### config.mk
export PLATFORM = sky130hd
export DESIGN_NAME = objdma_sequencer
export DESIGN_NICKNAME = d
export VERILOG_FILES = /design/src/rtl/objdma_sequencer.sv
export SDC_FILE = /design/constraint.sdc
export NUM_CORES = 1
export LEC_CHECK = 0
export ABC_AREA = 1
export BUFFER_PORTS_ARGS = -buffer_cell sky130_fd_sc_hd__buf_2
export CORE_AREA = 2 2 75 77
export DETAILED_ROUTE_END_ITERATION = 8
export DIE_AREA = 0 0 77 79
export PLACE_DENSITY = 0.7
export SLEW_MARGIN = 20
export SYNTH_ARGS = -nofsm -noshare
export SYNTH_HDL_FRONTEND = slang
export SYNTH_SLANG_ARGS = --single-unit
### constraint.sdc
create_clock -name i_EMU_MCLK -period 3.81 [get_ports i_EMU_MCLK]
set_input_delay 0.5715 -clock i_EMU_MCLK [delete_from_list [all_inputs] [get_ports i_EMU_MCLK]]
set_output_delay 0.5715 -clock i_EMU_MCLK [all_outputs]
set_load 0.05 [all_outputs]
### src/rtl/objdma_sequencer.sv
// Per-frame sprite-attribute DMA: copies object RAM into the sprite engine's
// double-buffered object buffer, one byte every two pixel ticks, and arbitrates CPU access.
module objdma_sequencer #(
  parameter int ADDR_W  = 11,
  parameter int DMA_LEN = 2048
) (
  input  logic              i_EMU_MCLK,
  input  logic              i_RST,
  input  logic              i_EMU_CLK6MPCEN_n,
  input  logic              i_DMA_n,
  input  logic              i_VBLANK_n,
  input  logic              i_CPU_REQ,
  output logic              o_CPU_WAIT_n,
  output logic              o_RAM_SEL,
  output logic [ADDR_W-1:0] o_RAM_ADDR,
  output logic              o_RAM_RD,
  input  logic [7:0]        i_RAM_DATA,
  output logic [ADDR_W-1:0] o_BUF_ADDR,
  output logic [7:0]        o_BUF_DATA,
  output logic              o_BUF_WR,
  output logic              o_BUF_BANK,
  output logic              o_BUSY,
  output logic              o_DONE,
  output logic              o_ABORT
);

  typedef enum logic [1:0] {IDLE, READ, WRITE, DONE} state_t;

  // cnt carries one spare bit so a full 2^ADDR_W copy never wraps
  localparam logic [ADDR_W:0] LAST = (ADDR_W+1)'(DMA_LEN - 1);
  localparam logic [ADDR_W:0] ONE  = (ADDR_W+1)'(1);

  state_t            state, state_nx;
  logic [ADDR_W:0]   cnt, cnt_nx;
  logic              dma_q;
  logic              tick, start;
  logic [ADDR_W-1:0] ram_addr_nx, buf_addr_nx;
  logic [7:0]        buf_data_nx;
  logic              ram_sel_nx, ram_rd_nx, buf_wr_nx, bank_nx, busy_nx, done_nx, abort_nx;

  assign tick         = !i_EMU_CLK6MPCEN_n;
  assign start        = dma_q && !i_DMA_n;
  assign o_CPU_WAIT_n = !(i_CPU_REQ && o_BUSY);

  always_comb begin
    state_nx    = state;
    cnt_nx      = cnt;
    ram_addr_nx = o_RAM_ADDR;
    buf_addr_nx = o_BUF_ADDR;
    buf_data_nx = o_BUF_DATA;
    ram_sel_nx  = o_RAM_SEL;
    ram_rd_nx   = 1'b0;
    buf_wr_nx   = 1'b0;
    bank_nx     = o_BUF_BANK;
    busy_nx     = o_BUSY;
    done_nx     = 1'b0;
    abort_nx    = o_ABORT;
    case (state)
      IDLE: if (start) begin
        // a window opening during active display is bogus; flag it and stay idle
        if (i_VBLANK_n) abort_nx = 1'b1;
        else begin
          state_nx   = READ;
          cnt_nx     = '0;
          busy_nx    = 1'b1;
          ram_sel_nx = 1'b1;
          abort_nx   = 1'b0;
        end
      end
      READ: begin
        if (i_DMA_n) begin
          state_nx   = IDLE;
          abort_nx   = 1'b1;
          busy_nx    = 1'b0;
          ram_sel_nx = 1'b0;
        end else begin
          ram_addr_nx = cnt[ADDR_W-1:0];
          ram_rd_nx   = 1'b1;
          state_nx    = WRITE;
        end
      end
      WRITE: begin
        buf_data_nx = i_RAM_DATA;
        buf_addr_nx = cnt[ADDR_W-1:0];
        buf_wr_nx   = 1'b1;
        if (i_DMA_n) begin
          // the in-flight byte still lands; bank is left alone so the engine keeps the old frame
          state_nx   = IDLE;
          abort_nx   = 1'b1;
          busy_nx    = 1'b0;
          ram_sel_nx = 1'b0;
        end else if (cnt == LAST) begin
          state_nx = DONE;
        end else begin
          cnt_nx   = cnt + ONE;
          state_nx = READ;
        end
      end
      DONE: begin
        done_nx    = 1'b1;
        bank_nx    = !o_BUF_BANK;
        busy_nx    = 1'b0;
        ram_sel_nx = 1'b0;
        state_nx   = IDLE;
      end
      default: state_nx = IDLE;
    endcase
  end

  always_ff @(posedge i_EMU_MCLK) begin
    if (i_RST) begin
      state      <= IDLE;
      cnt        <= '0;
      dma_q      <= 1'b0;
      o_RAM_ADDR <= '0;
      o_BUF_ADDR <= '0;
      o_BUF_DATA <= '0;
      o_RAM_SEL  <= 1'b0;
      o_RAM_RD   <= 1'b0;
      o_BUF_WR   <= 1'b0;
      o_BUF_BANK <= 1'b0;
      o_BUSY     <= 1'b0;
      o_DONE     <= 1'b0;
      o_ABORT    <= 1'b0;
    end else if (tick) begin
      state      <= state_nx;
      cnt        <= cnt_nx;
      dma_q      <= i_DMA_n;
      o_RAM_ADDR <= ram_addr_nx;
      o_BUF_ADDR <= buf_addr_nx;
      o_BUF_DATA <= buf_data_nx;
      o_RAM_SEL  <= ram_sel_nx;
      o_RAM_RD   <= ram_rd_nx;
      o_BUF_WR   <= buf_wr_nx;
      o_BUF_BANK <= bank_nx;
      o_BUSY     <= busy_nx;
      o_DONE     <= done_nx;
      o_ABORT    <= abort_nx;
    end
  end

endmodule

**After elaboration in Yosys (flattened, before gate mapping)**

Index checks and enable logic that the tools add are counted.

- Eq/ne operators: 9
- Reduce and logical (&&, ||, !) cells: 16
- Bitwise gates (word level): 2
- Mux-type cells: 23
- Add/sub/neg operators: 1

Operator list:

| operator | count |
|---|---|
| 12-bit 2-to-1 mux | 4 |
| 12-bit one-hot mux with 2 select lines | 1 |
| 12-bit by 1-bit adder with 12-bit output, second input constant | 1 |
| 12-bit by 11-bit equality test with 1-bit output, second input constant | 1 |
| 1-bit 2-to-1 mux | 10 |
| 2-bit 2-to-1 mux | 5 |
| 2-bit inequality test, second input constant | 4 |
| 2-bit one-hot mux with 4 select lines | 1 |
| 4-bit AND reduction | 2 |
| 3-bit AND reduction | 2 |
| 6-bit AND reduction | 1 |
| 2-bit equality test, second input constant | 2 |
| 2-bit AND reduction | 2 |
| 2-bit nonzero test | 2 |
| 1-bit zero test | 3 |
| 1-bit one-hot mux with 3 select lines | 1 |
| 2-bit by 1-bit equality test with 1-bit output, second input constant | 1 |
| 1-bit logical AND | 2 |
| 2-bit zero test | 1 |
| 2-bit by 1-bit inequality test with 1-bit output, second input constant | 1 |
| 1-bit inverter | 2 |
| 1-bit one-hot mux with 2 select lines | 1 |
| 2-bit OR reduction | 1 |

- Input bits: 14
- Logic and storage cells: 63
- Output and inout port bits: 38
- Register bits after elaboration: 51

**Logic depth before layout (Yosys ltp)**

Gate-level depths: netlist of run 1.

- Word-level depth: 4
- Mapped depth: 12

**Worst setup path after synthesis of run 1**

OpenSTA, ideal clock, no wires.

- Path kind: register to output
- Start: register o_BUSY
- End: output port o_CPU_WAIT_n
- Data arrival time: 1.077 ns
- Path slack: 2.162 ns
- Required time: 3.239 ns
- Stages on the path, launching flop included: 2
- Cells stage by stage: dfxtp_1 -> nand2_1

- Cells in the longest elaborated chain, start to end: 2

Ends and longest elaborated chain:

| what | RTL line | text |
|---|---|---|
| start: declaration | 22 | `output logic o_BUSY,` |
| start signal: assignment | 136 | `o_BUSY <= busy_nx;` |
| 1-bit logical AND | 43 | `assign o_CPU_WAIT_n = !(i_CPU_REQ && o_BUSY);` |
| 1-bit zero test | 43 |  |
| end: declaration | 13 | `output logic o_CPU_WAIT_n,` |

Every way passes these cells.

**Worst setup path in the final report of run 1**

- Start: register state[0]
- End: register o_BUF_DATA[4]

- Cells in the longest elaborated chain, start to end: 2

Ends and longest elaborated chain:

| what | RTL line | text |
|---|---|---|
| start: declaration | 33 | `state_t state, state_nx;` |
| start signal: assignment | 126 | `state <= state_nx;` |
| 2-bit equality test | 58 | `case (state)` |
| 2-bit AND reduction (no source line) | n/a |  |
| end signal: assignment | 131 | `o_BUF_DATA <= buf_data_nx;` |
| end: declaration | 19 | `output logic [7:0] o_BUF_DATA,` |

Every way passes these cells.
A chain may end at the register's enable or synchronous reset.

==> results of run 1 <==
## Yosys cell counts
library cell               count
sky130_fd_sc_hd__dfxtp_1      51
sky130_fd_sc_hd__nand3_2       5
sky130_fd_sc_hd__xnor2_1       1
sky130_fd_sc_hd__o21ai_0      41
sky130_fd_sc_hd__clkinv_1      1
sky130_fd_sc_hd__a21oi_2       2
sky130_fd_sc_hd__nand2_1      46
sky130_fd_sc_hd__inv_1        27
sky130_fd_sc_hd__buf_4         1
sky130_fd_sc_hd__ha_1          5
sky130_fd_sc_hd__a21oi_1      29
sky130_fd_sc_hd__a31oi_1       1
sky130_fd_sc_hd__buf_2         4
sky130_fd_sc_hd__clkbuf_2      1
sky130_fd_sc_hd__nor2_2        3
sky130_fd_sc_hd__nand3b_1      2
sky130_fd_sc_hd__nor3_1        3
sky130_fd_sc_hd__clkbuf_1      5
sky130_fd_sc_hd__nand3_1      13
sky130_fd_sc_hd__xor2_1        1
sky130_fd_sc_hd__nand4_1       1
sky130_fd_sc_hd__inv_2         5
sky130_fd_sc_hd__buf_6         3
sky130_fd_sc_hd__nand2_2       5
sky130_fd_sc_hd__nor2_1       57
## layer usage
layer / up-vias / global-route usage [%] / wire, um
met5: - / 0 / 0
met1: 911 / 22.84 / 2279
met3: 2 / 4.773 / 290
met2: 58 / 26.23 / 2139
met4: 0 / 4.286 / 25
li1: 1092 / - / -
## layout by cell type, fill, tap and decap left out, drive strengths merged
master / instances
a31oi: 1
clkbuf: 5
buf: 52
nand3: 18
dfxtp: 51
inv: 31
bufinv: 1
o21ai: 41
ha: 5
xnor2: 1
clkinv: 4
nor2: 60
nand4: 1
nor3: 3
nand3b: 2
a21oi: 31
nand2: 51
xor2: 1
## flip-flops by register name (all words and copies together), names as in the netlist
register	count
o_BUSY	1
o_BUF_BANK	1
o_DONE	1
cnt	12
o_RAM_ADDR	11
o_BUF_WR	1
o_RAM_RD	1
o_BUF_ADDR	11
o_ABORT	1
dma_q	1
state	2
o_BUF_DATA	8
## where the power goes
part | switching (uW) | internal, uW
registers | 4.37 | 539
clock network | 174 | 196
logic | 41.2 | 17.8
## kinds of logic after synthesis
logic type | Yosys count | share of synthesized area [%]
buf+inv | 47 | 9.196
compound gates | 73 | 16.47
xor+xnor | 2 | 0.7711
simple gates | 135 | 25.88
fa+ha+maj | 5 | 2.753
flops | 51 | 44.93
## layout make-up
cell class	instances	area share, %
Timing Repair Buffer	52	9.906
Multi-Input combinational cell	215	39.29
Tap cell	72	3.396
Clock inverter	3	1.651
Clock buffer	5	2.594
Inverter	33	4.670
Sequential cell	51	38.49
## worst max-delay path by stage
stage | endpoint | slack [ns] | depth (start not counted) | startpoint
detailed placement | o_BUF_DATA[4]$_SDFFE_PP0P_ | 1.68 | 8 | state[0]$_SDFFE_PP0P_
CTS | o_BUF_DATA[4]$_SDFFE_PP0P_ | 1.66 | 8 | state[0]$_SDFFE_PP0P_
finish | o_BUF_DATA[4]$_SDFFE_PP0P_ | 1.67 | 8 | state[0]$_SDFFE_PP0P_
global route | o_BUF_DATA[4]$_SDFFE_PP0P_ | 1.36 | 8 | state[0]$_SDFFE_PP0P_
floorplan | o_CPU_WAIT_n | 2.16 | 1 | o_BUSY$_SDFFE_PP0P_
global placement | o_BUF_DATA[7]$_SDFFE_PP0P_ | 1.78 | 8 | state[0]$_SDFFE_PP0P_
## metrics by stage
step	util, %	instance area [um2]
after global placement	47.59	2540
after detailed placement	47.59	2540
final	49.70	2653
after global routing	49.70	2653
after CTS	49.70	2653
after floorplan	-	2272
## critical path, stage by stage, from the launching register on
cell	delay [ns]
sky130_fd_sc_hd__dfxtp_1	0.34
sky130_fd_sc_hd__inv_1	0.09
sky130_fd_sc_hd__ha_1	0.49
sky130_fd_sc_hd__inv_1	0.19
sky130_fd_sc_hd__nor2_1	0.13
sky130_fd_sc_hd__buf_4	0.27
sky130_fd_sc_hd__clkinv_1	0.29
sky130_fd_sc_hd__nor2_1	0.17
sky130_fd_sc_hd__nor2_1	0.06
==> flow_metrics.tcl, run 1 <==
set metrics [dict create \
    status "finished clean" \
    grt.overflow.total 0 \
    io_pins 52 \
    grtUsageTotal_pct 16.74 \
    min_path_cells 2 \
    powerDensity_nw_per_um2 366.1 \
    cts_inserted_buffers 5 \
    io_buffer_count 51 \
    final-seq-area_um2 1021 \
    synthDominantCellAreaShare_pct 44.93 \
    maximum_number_of_pins_on_one_net_before_global_route_repair 44 \
    startpoint_type "register" \
    grt_first_pass_wirelength_um 8245 \
    via_count 2063 \
    post-route-drc-count 0 \
    place_worst_setup_slack_ns 1.678 \
    crit_path_max_fanout 30 \
    min_delay_worst_type "register to register" \
    area_enclosed_by_the_die_boundary_um2 6083 \
    crit_reg_reg_endpoint "o_BUF_DATA[4]$_SDFFE_PP0P_" \
    detail_route.wirelength_um 4735 \
    report.final.slew_viol_count 0 \
    post-route-min-period_ns 2.137 \
    dominant_cells_by_area_after_synthesis "sky130_fd_sc_hd__dfxtp_1 45%, sky130_fd_sc_hd__nor2_1 9.4%, sky130_fd_sc_hd__o21ai_0 9.0%, sky130_fd_sc_hd__nand2_1 7.6%, sky130_fd_sc_hd__a21oi_1 6.4%" \
    multi_input_comb_area_um2 1042 \
    synth_cell_type_count 25 \
    die_x_um 77 \
    antenna_cells_inserted 0 \
    r2r_setup_slack_ns 1.67 \
    row_count 27 \
    synth_sequential_area_ratio_pct 44.93 \
    p_leak_uw 0.001220 \
    fin_crit_sh_pct 56.10 \
    cp.arrival_ns 2.33 \
    length_of_the_first_detailed_routing_pass_in_iterations 4 \
    net_count_synth 332 \
    final-instance-count-excl-fill 431 \
    clkTransAtPathRegs_ns 0.09 \
    viasPerCell 4.787 \
    post-cts-setup-buffers 0 \
    report.final.setup_viol 0 \
    beginning_of_the_worst_register_to_register_path "state[0]$_SDFFE_PP0P_" \
    hp-start "o_BUF_WR$_SDFFE_PP0N_" \
    synth_warnings 0 \
    filler_cell_count 547 \
    maxClockFrequency_mhz 467.9 \
    drt_first_iter_violations 160 \
    syn-mean-instance-area_um2 7.259 \
    clock_insertion_delay_worst_skew_ns 0.30 \
    worst_hold_path.endpoint "o_BUF_WR$_SDFFE_PP0N_" \
    reg2reg_depth 8 \
    timing.hold.ws_ns 0.4629 \
    mappedNetlistArea_um2 2272 \
    clock_tree_from_tritoncts "yes" \
    placeableCoreArea_um2 5338 \
    setup_repair_after_global_routing_missed_its_margin "false" \
    flow.area_growth_from_synthesis_pct 16.74 \
    vias_in_the_first_global_route 1863 \
    clock-skew-final_ns 0.002401 \
    timing.setup.critical_path_class "register to register" \
    clock_sinks 51 \
    synth_cells 313 \
    longest_clk_path_bufs 2 \
    layout.nets 377 \
    synth.largest_area_cell "sky130_fd_sc_hd__dfxtp_1" \
    starting_density_of_the_core_pct 42.57 \
    postCtsResizedCells 0 \
    grt_antenna_before_repair 0 \
    ctsHtreeMaxLevel 2 \
    place.gp.congestion 0.8492 \
    final_layout_size_suffix_gt1_share_pct 22.28 \
    height_of_the_chip_um 79 \
    critical_path.endpoint_type "register" \
    crit_path_setup_slack_layout_ns 1.673 \
    setup_total_negative_slack_ns 0 \
    count_of_max_cap_constraint_violations 0 \
    worst_slew_pin_slew_ns 0.9877 \
    slew-limit-headroom_pct 33.75 \
    cts_hold_buffers 0 \
    cp.required_ns 4.01 \
    synth-seq-cells 51 \
    finalPower_uw 971.2 \
    power.ir.vdd_worst_mv 0.2130 \
    hold_violations 0 \
    routed_length_per_instance_um 10.99 \
    detailedPlacementHpwl_um 3369 \
    cts.root.buffer_cell "sky130_fd_sc_hd__clkbuf_8" \
    antenna_left 0 \
    placed_cells 423 \
]
Power figures use the tool's default switching activity.
==> run 2: changes to the inputs <==
- clock period: 3.81 -> 2.05 ns (I/O delays scaled with it)
==> run 2 against run 1 <==
Setup slack lost 1.5 ns. Sequential power grew 86%. Register-to-register slack worse by 1.5 ns. Largest cell class unchanged. Core utilization up 0.21 points. Critical path depth up 2.
==> flow_metrics.tcl, run 2 (synthesis gave the netlist of run 1 again) <==
set metrics [dict create \
    status "finished clean" \
    power.ir.vdd_worst_mv 0.4710 \
    timing.setup.critical_path_class "register to register" \
    post-route-min-period_ns 1.829 \
    cts.root.buffer_cell "sky130_fd_sc_hd__clkbuf_8" \
    starting_density_of_the_core_pct 42.57 \
    grtUsageTotal_pct 16.31 \
    place_worst_setup_slack_ns 0.2699 \
    critical-path-top-delay-family "simple AND/OR/NAND/NOR gates" \
    layout_common_cells "57 x sky130_fd_sc_hd__nor2_1, 51 x sky130_fd_sc_hd__dfxtp_1, 51 x sky130_fd_sc_hd__buf_2" \
    finalPower_uw 1698 \
    min_delay_worst_type "input port to register" \
    critical_path.endpoint_type "register" \
    ctsHtreeMaxLevel 2 \
    count_of_max_cap_constraint_violations 0 \
    maximum_number_of_pins_on_one_net_before_global_route_repair 37 \
    slew-limit-headroom_pct 65.08 \
    clock_sinks 51 \
    hold_violations 0 \
    maxClockFrequency_mhz 546.8 \
    longest_clk_path_bufs 2 \
    height_of_the_chip_um 79 \
    startpoint_type "register" \
    placeableCoreArea_um2 5338 \
    routed_length_per_instance_um 11.20 \
    postCtsResizedCells 0 \
    report.final.slew_viol_count 0 \
    worst_slew_pin_slew_ns 0.5233 \
    io_pins 52 \
    grt_antenna_before_repair 0 \
    largest_register "cnt" \
    cts_inserted_buffers 5 \
    die_x_um 77 \
    timing.hold.ws_ns 0.2278 \
    row_count 27 \
    crit_path_max_fanout 11 \
    grt_first_pass_wirelength_um 8190 \
    clock-skew-final_ns 0.008486 \
    crit_path_setup_slack_layout_ns 0.2212 \
    largest_register_ff_count 12 \
    viasPerCell 4.779 \
    cp.required_ns 2.26 \
    vias_in_the_first_global_route 1861 \
    clock_insertion_delay_worst_skew_ns 0.30 \
    flow.area_growth_from_synthesis_pct 17.24 \
    fin_crit_sh_pct 89.21 \
    layout.nets 380 \
    detailedPlacementHpwl_um 3514 \
    setup_total_negative_slack_ns 0 \
    detail_route.wirelength_um 4859 \
    length_of_the_first_detailed_routing_pass_in_iterations 4 \
    report.final.setup_viol 0 \
    final_layout_size_suffix_gt1_share_pct 22.93 \
    timing.critical_path.slowest_cell_delay_ns 0.41 \
    cts_hold_buffers 0 \
    cp.arrival_ns 2.03 \
    post-route-drc-count 0 \
    post-cts-setup-buffers 0 \
    antenna_left 0 \
    filler_cell_count 558 \
    cp_slowest_cell "sky130_fd_sc_hd__dfxtp_1" \
    area_enclosed_by_the_die_boundary_um2 6083 \
    setup_repair_after_global_routing_missed_its_margin "false" \
    clock_tree_from_tritoncts "yes" \
    layout.cells.most_common "sky130_fd_sc_hd__nor2_1" \
    placed_cells 426 \
    place.gp.congestion 0.8207 \
    io_buffer_count 51 \
    drt_first_iter_violations 68 \
    grt.overflow.total 0 \
    via_count 2074 \
    powerDensity_nw_per_um2 637.6 \
    largest_registers "cnt (12), o_BUF_ADDR (11), o_RAM_ADDR (11)" \
    worstPathBufferInverterCount 3 \
    r2r_setup_slack_ns 0.22 \
    final-instance-count-excl-fill 434 \
    clkTransAtPathRegs_ns 0.10 \
    p_leak_uw 0.001226 \
    worstPathCellList "inv_1, ha_1, nand2_1, inv_1, nor2_1, nand3b_1, inv_2, nand2_2, o21ai_0, nor2_1" \
    antenna_cells_inserted 0 \
]
-- run 2: cell types whose count changed in the layout (fill, tap and decap cells not counted), sizes merged --
cell	delta
buf	+3
clkinv	-2
clkinvlp	+2
bufinv	-1
inv	+1
-- run 2: path summary, 6_finish.rpt --
kind | start | end | depth (start not counted)
setup / recovery | state[1]$_SDFFE_PP0P_ | cnt[0]$_SDFFE_PP0P_ | 10
hold / removal | i_RAM_DATA[1] | o_BUF_DATA[1]$_SDFFE_PP0P_ | 3
setup reg to reg | state[1]$_SDFFE_PP0P_ | cnt[0]$_SDFFE_PP0P_ | 10
hold reg to reg | o_BUF_WR$_SDFFE_PP0N_ | o_BUF_WR$_SDFFE_PP0N_ | 2
-- run 2: power by group --
| part | leakage [uW] | total (uW) | internal (uW) | switching (uW) |
|---|---|---|---|---|
| combinational | 0.000774 | 114 | 36.4 | 78.0 |
| clock | 0.0000402 | 575 | 238 | 337 |
| sequential | 0.000412 | 1010 | 1000 | 8.04 |
-- run 2: routing by layer --
metal  GRT usage (%)  routed length (um)  up-vias
met1           21.23                2377      921
met5               0                   0        -
met2           28.07                2221       53
li1                -                   -     1095
met4           3.214                  23        0
met3           3.636                 237        5
-- run 2: area by class of cell --
type / count / area, um2 / share of cell area (%)
multi-input cells: 215 / 1042 / 39.13
flip-flops and latches: 51 / 1021 / 38.33
repair buffers: 55 / 297.8 / 11.18
inverters: 33 / 123.9 / 4.650
well taps: 72 / 90.09 / 3.382
clock buffers: 5 / 68.82 / 2.583
clock inverters: 3 / 20.02 / 0.7515
-- run 2: stage by stage --
step	utilization (%)	area, um2
4_1_cts	49.91	2664
3_5_place_dp	48.24	2575
2_1_floorplan	-	2272
5_1_grt	49.91	2664
6_report	49.91	2664
3_3_place_gp	48.24	2575
-- run 2: worst min-delay path, cell delays in order --
cell and delay (ns):
sky130_fd_sc_hd__buf_2 0.08, sky130_fd_sc_hd__nor2_1 0.03, sky130_fd_sc_hd__nor2_1 0.08
==> run 3: changes to the inputs <==
- RECOVER_POWER: default -> 100
==> run 3 against run 2 <==
Power shrank 0.27%. Core utilization down 1.3 points. Clock-buffer cell count is the same. Global-route usage unchanged. Sequential power about the same. Register-to-register slack barely moved. Sequential share of layout area rose by 1.0 points. Critical path type unchanged. Largest cell class unchanged. Highest routed layer unchanged.
==> flow_metrics.tcl, run 3 (synthesis gave the netlist of run 1 again) <==
set metrics [dict create \
    status "finished clean" \
    cts_hold_buffers 0 \
    viasPerCell 4.823 \
    largest_register "cnt" \
    final_layout_size_suffix_gt1_share_pct 11.88 \
    detail_route.wirelength_um 4892 \
    grt.overflow.total 0 \
    pwr-share-comb_pct 6.4 \
    height_of_the_chip_um 79 \
    finalPower_uw 1694 \
    die_x_um 77 \
    largest_register_ff_count 12 \
    routed_length_per_instance_um 11.27 \
    via_count 2093 \
    timing.setup.critical_path_class "register to register" \
    io_pins 52 \
    grtUsageTotal_pct 16.31 \
    post-route-drc-count 0 \
    post-cts-setup-buffers 0 \
    placeableCoreArea_um2 5338 \
    ctsHtreeMaxLevel 2 \
    power.ir.vdd_worst_mv 0.4664 \
    layout.cells.most_common "sky130_fd_sc_hd__nor2_1" \
    power.switching_uw 423.3 \
    seqPwrFrac_pct 59.6 \
    cts_inserted_buffers 5 \
    post-route-min-period_ns 1.838 \
    startpoint_type "register" \
    critical-path-top-delay-family "buffers and inverters" \
    critical_path.endpoint_type "register" \
    vias_in_the_first_global_route 1861 \
    report.final.setup_viol 0 \
    fin_crit_sh_pct 89.68 \
    final-instance-count-excl-fill 434 \
    layout_common_cells "58 x sky130_fd_sc_hd__nor2_1, 51 x sky130_fd_sc_hd__dfxtp_1, 46 x sky130_fd_sc_hd__nand2_1" \
    clock_insertion_delay_worst_skew_ns 0.30 \
    starting_density_of_the_core_pct 42.57 \
    place.gp.congestion 0.8207 \
    clock_sinks 51 \
    longest_clk_path_bufs 2 \
    clock_tree_from_tritoncts "yes" \
    min_path_cells 3 \
    grt_first_pass_wirelength_um 8190 \
    crit_startpoint "state[0]$_SDFFE_PP0P_" \
    cellInternalPower_uw 1270 \
    maxClockFrequency_mhz 544.0 \
    flow.area_growth_from_synthesis_pct 14.21 \
    antenna_left 0 \
    sw_share_pct 24.99 \
    cp.required_ns 2.29 \
    critical_path.most_common_cell "sky130_fd_sc_hd__inv_1" \
    count_of_max_cap_constraint_violations 0 \
    postCtsResizedCells 0 \
    grt_antenna_before_repair 0 \
    crit_path_max_fanout 22 \
    worst_slew_pin_slew_ns 0.6050 \
    cp.arrival_ns 2.08 \
    reg2reg_depth 8 \
    setup_repair_after_global_routing_missed_its_margin "false" \
    p_leak_uw 0.001053 \
    timing.critical_path.slowest_cell_delay_ns 0.35 \
    slew-limit-headroom_pct 59.67 \
    setup_total_negative_slack_ns 0 \
    drt_first_iter_violations 81 \
    beginning_of_the_worst_register_to_register_path "state[0]$_SDFFE_PP0P_" \
    row_count 27 \
    report.final.slew_viol_count 0 \
    powerDensity_nw_per_um2 652.7 \
    length_of_the_first_detailed_routing_pass_in_iterations 4 \
    hold_violations 0 \
    placed_cells 426 \
    crit_reg_reg_endpoint "o_BUF_ADDR[4]$_SDFFE_PP0P_" \
    largest_registers "cnt (12), o_BUF_ADDR (11), o_RAM_ADDR (11)" \
    clock-skew-final_ns 0.008340 \
    worstPathBufferInverterCount 4 \
    r2r_setup_slack_ns 0.21 \
    min_delay_worst_type "input port to register" \
    clkTransAtPathRegs_ns 0.09 \
    area_enclosed_by_the_die_boundary_um2 6083 \
    io_buffer_count 51 \
    cp_slowest_cell "sky130_fd_sc_hd__dfxtp_1" \
    worstSetupEndpoint "o_BUF_ADDR[4]$_SDFFE_PP0P_" \
    cts.root.buffer_cell "sky130_fd_sc_hd__clkbuf_8" \
    antenna_cells_inserted 0 \
    maximum_number_of_pins_on_one_net_before_global_route_repair 37 \
    cp_num_cells 8 \
    worstPathCellList "inv_1, ha_1, inv_1, nor2_1, clkbuf_2, clkbuf_4, o21ai_0, a21oi_1" \
    detailedPlacementHpwl_um 3514 \
    layout.nets 380 \
    power_frac_clock_pct 34.0 \
]
==> run 3: final cells by class <==
class | instances | area, um2
sequential | 51 | 1021
multi-input combinational | 215 | 1040
tap | 72 | 90.09
inverter | 33 | 123.9
clock buffer | 5 | 68.82
timing repair buffer | 55 | 231.5
fill | 577 | 2743
clock inverter | 3 | 20.02
==> run 3: tightest hold or removal path, cell delays in order <==
cell	delay (ns)
sky130_fd_sc_hd__buf_2	0.08
sky130_fd_sc_hd__nor2_1	0.03
sky130_fd_sc_hd__nor2_1	0.08
==> run 3: per-stage QoR <==
| stage | utilization [%] | setup slack [ns] | instance area [um2] | hold WS, ns |
|---|---|---|---|---|
| floorplan | - | 0.5782 | 2272 | 0.4424 |
| global placement | 48.24 | 0.3530 | 2575 | 0.4495 |
| detailed placement | 48.24 | 0.2699 | 2575 | 0.4561 |
| CTS | 49.91 | 0.2658 | 2664 | 0.2245 |
| global route | 48.62 | 0.02614 | 2595 | 0.2260 |
| finish | 48.62 | 0.2116 | 2595 | 0.2250 |
==> run 3: worst min-delay path by stage <==
| stage | start | to | slack [ns] |
|---|---|---|---|
| after CTS | i_RAM_DATA[1] | o_BUF_DATA[1]$_SDFFE_PP0P_ | 0.22 |
| after global placement | o_BUF_WR$_SDFFE_PP0N_ | o_BUF_WR$_SDFFE_PP0N_ | 0.45 |
| after global routing | i_RAM_DATA[1] | o_BUF_DATA[1]$_SDFFE_PP0P_ | 0.23 |
| after detailed placement | o_BUF_WR$_SDFFE_PP0N_ | o_BUF_WR$_SDFFE_PP0N_ | 0.46 |
| after floorplan | i_RAM_DATA[0] | o_BUF_DATA[0]$_SDFFE_PP0P_ | 0.44 |
| final | i_RAM_DATA[1] | o_BUF_DATA[1]$_SDFFE_PP0P_ | 0.23 |
==> run 3: power by group through the flow <==
stage | clock (uW) | combinational, uW | sequential [uW]
final | 576 | 108 | 1010
after global routing | 625 | 121 | 1010
after CTS | 595 | 115 | 1010
after detailed placement | 0 | 114 | 1030
after global placement | 0 | 113 | 1030
after floorplan | 0 | 62.0 | 1050
==> run 3: layer usage <==
| metal | wire length [um] | vias to the layer above | track usage [%] | share of wire [%] |
|---|---|---|---|---|
| met5 | 0 | - | 0 | 0 |
| met4 | 9 | 0 | 3.214 | 0.18 |
| met1 | 2351 | 943 | 21.23 | 48 |
| met2 | 2241 | 55 | 28.07 | 46 |
| li1 | - | 1093 | - | - |
| met3 | 289 | 2 | 3.636 | 5.9 |
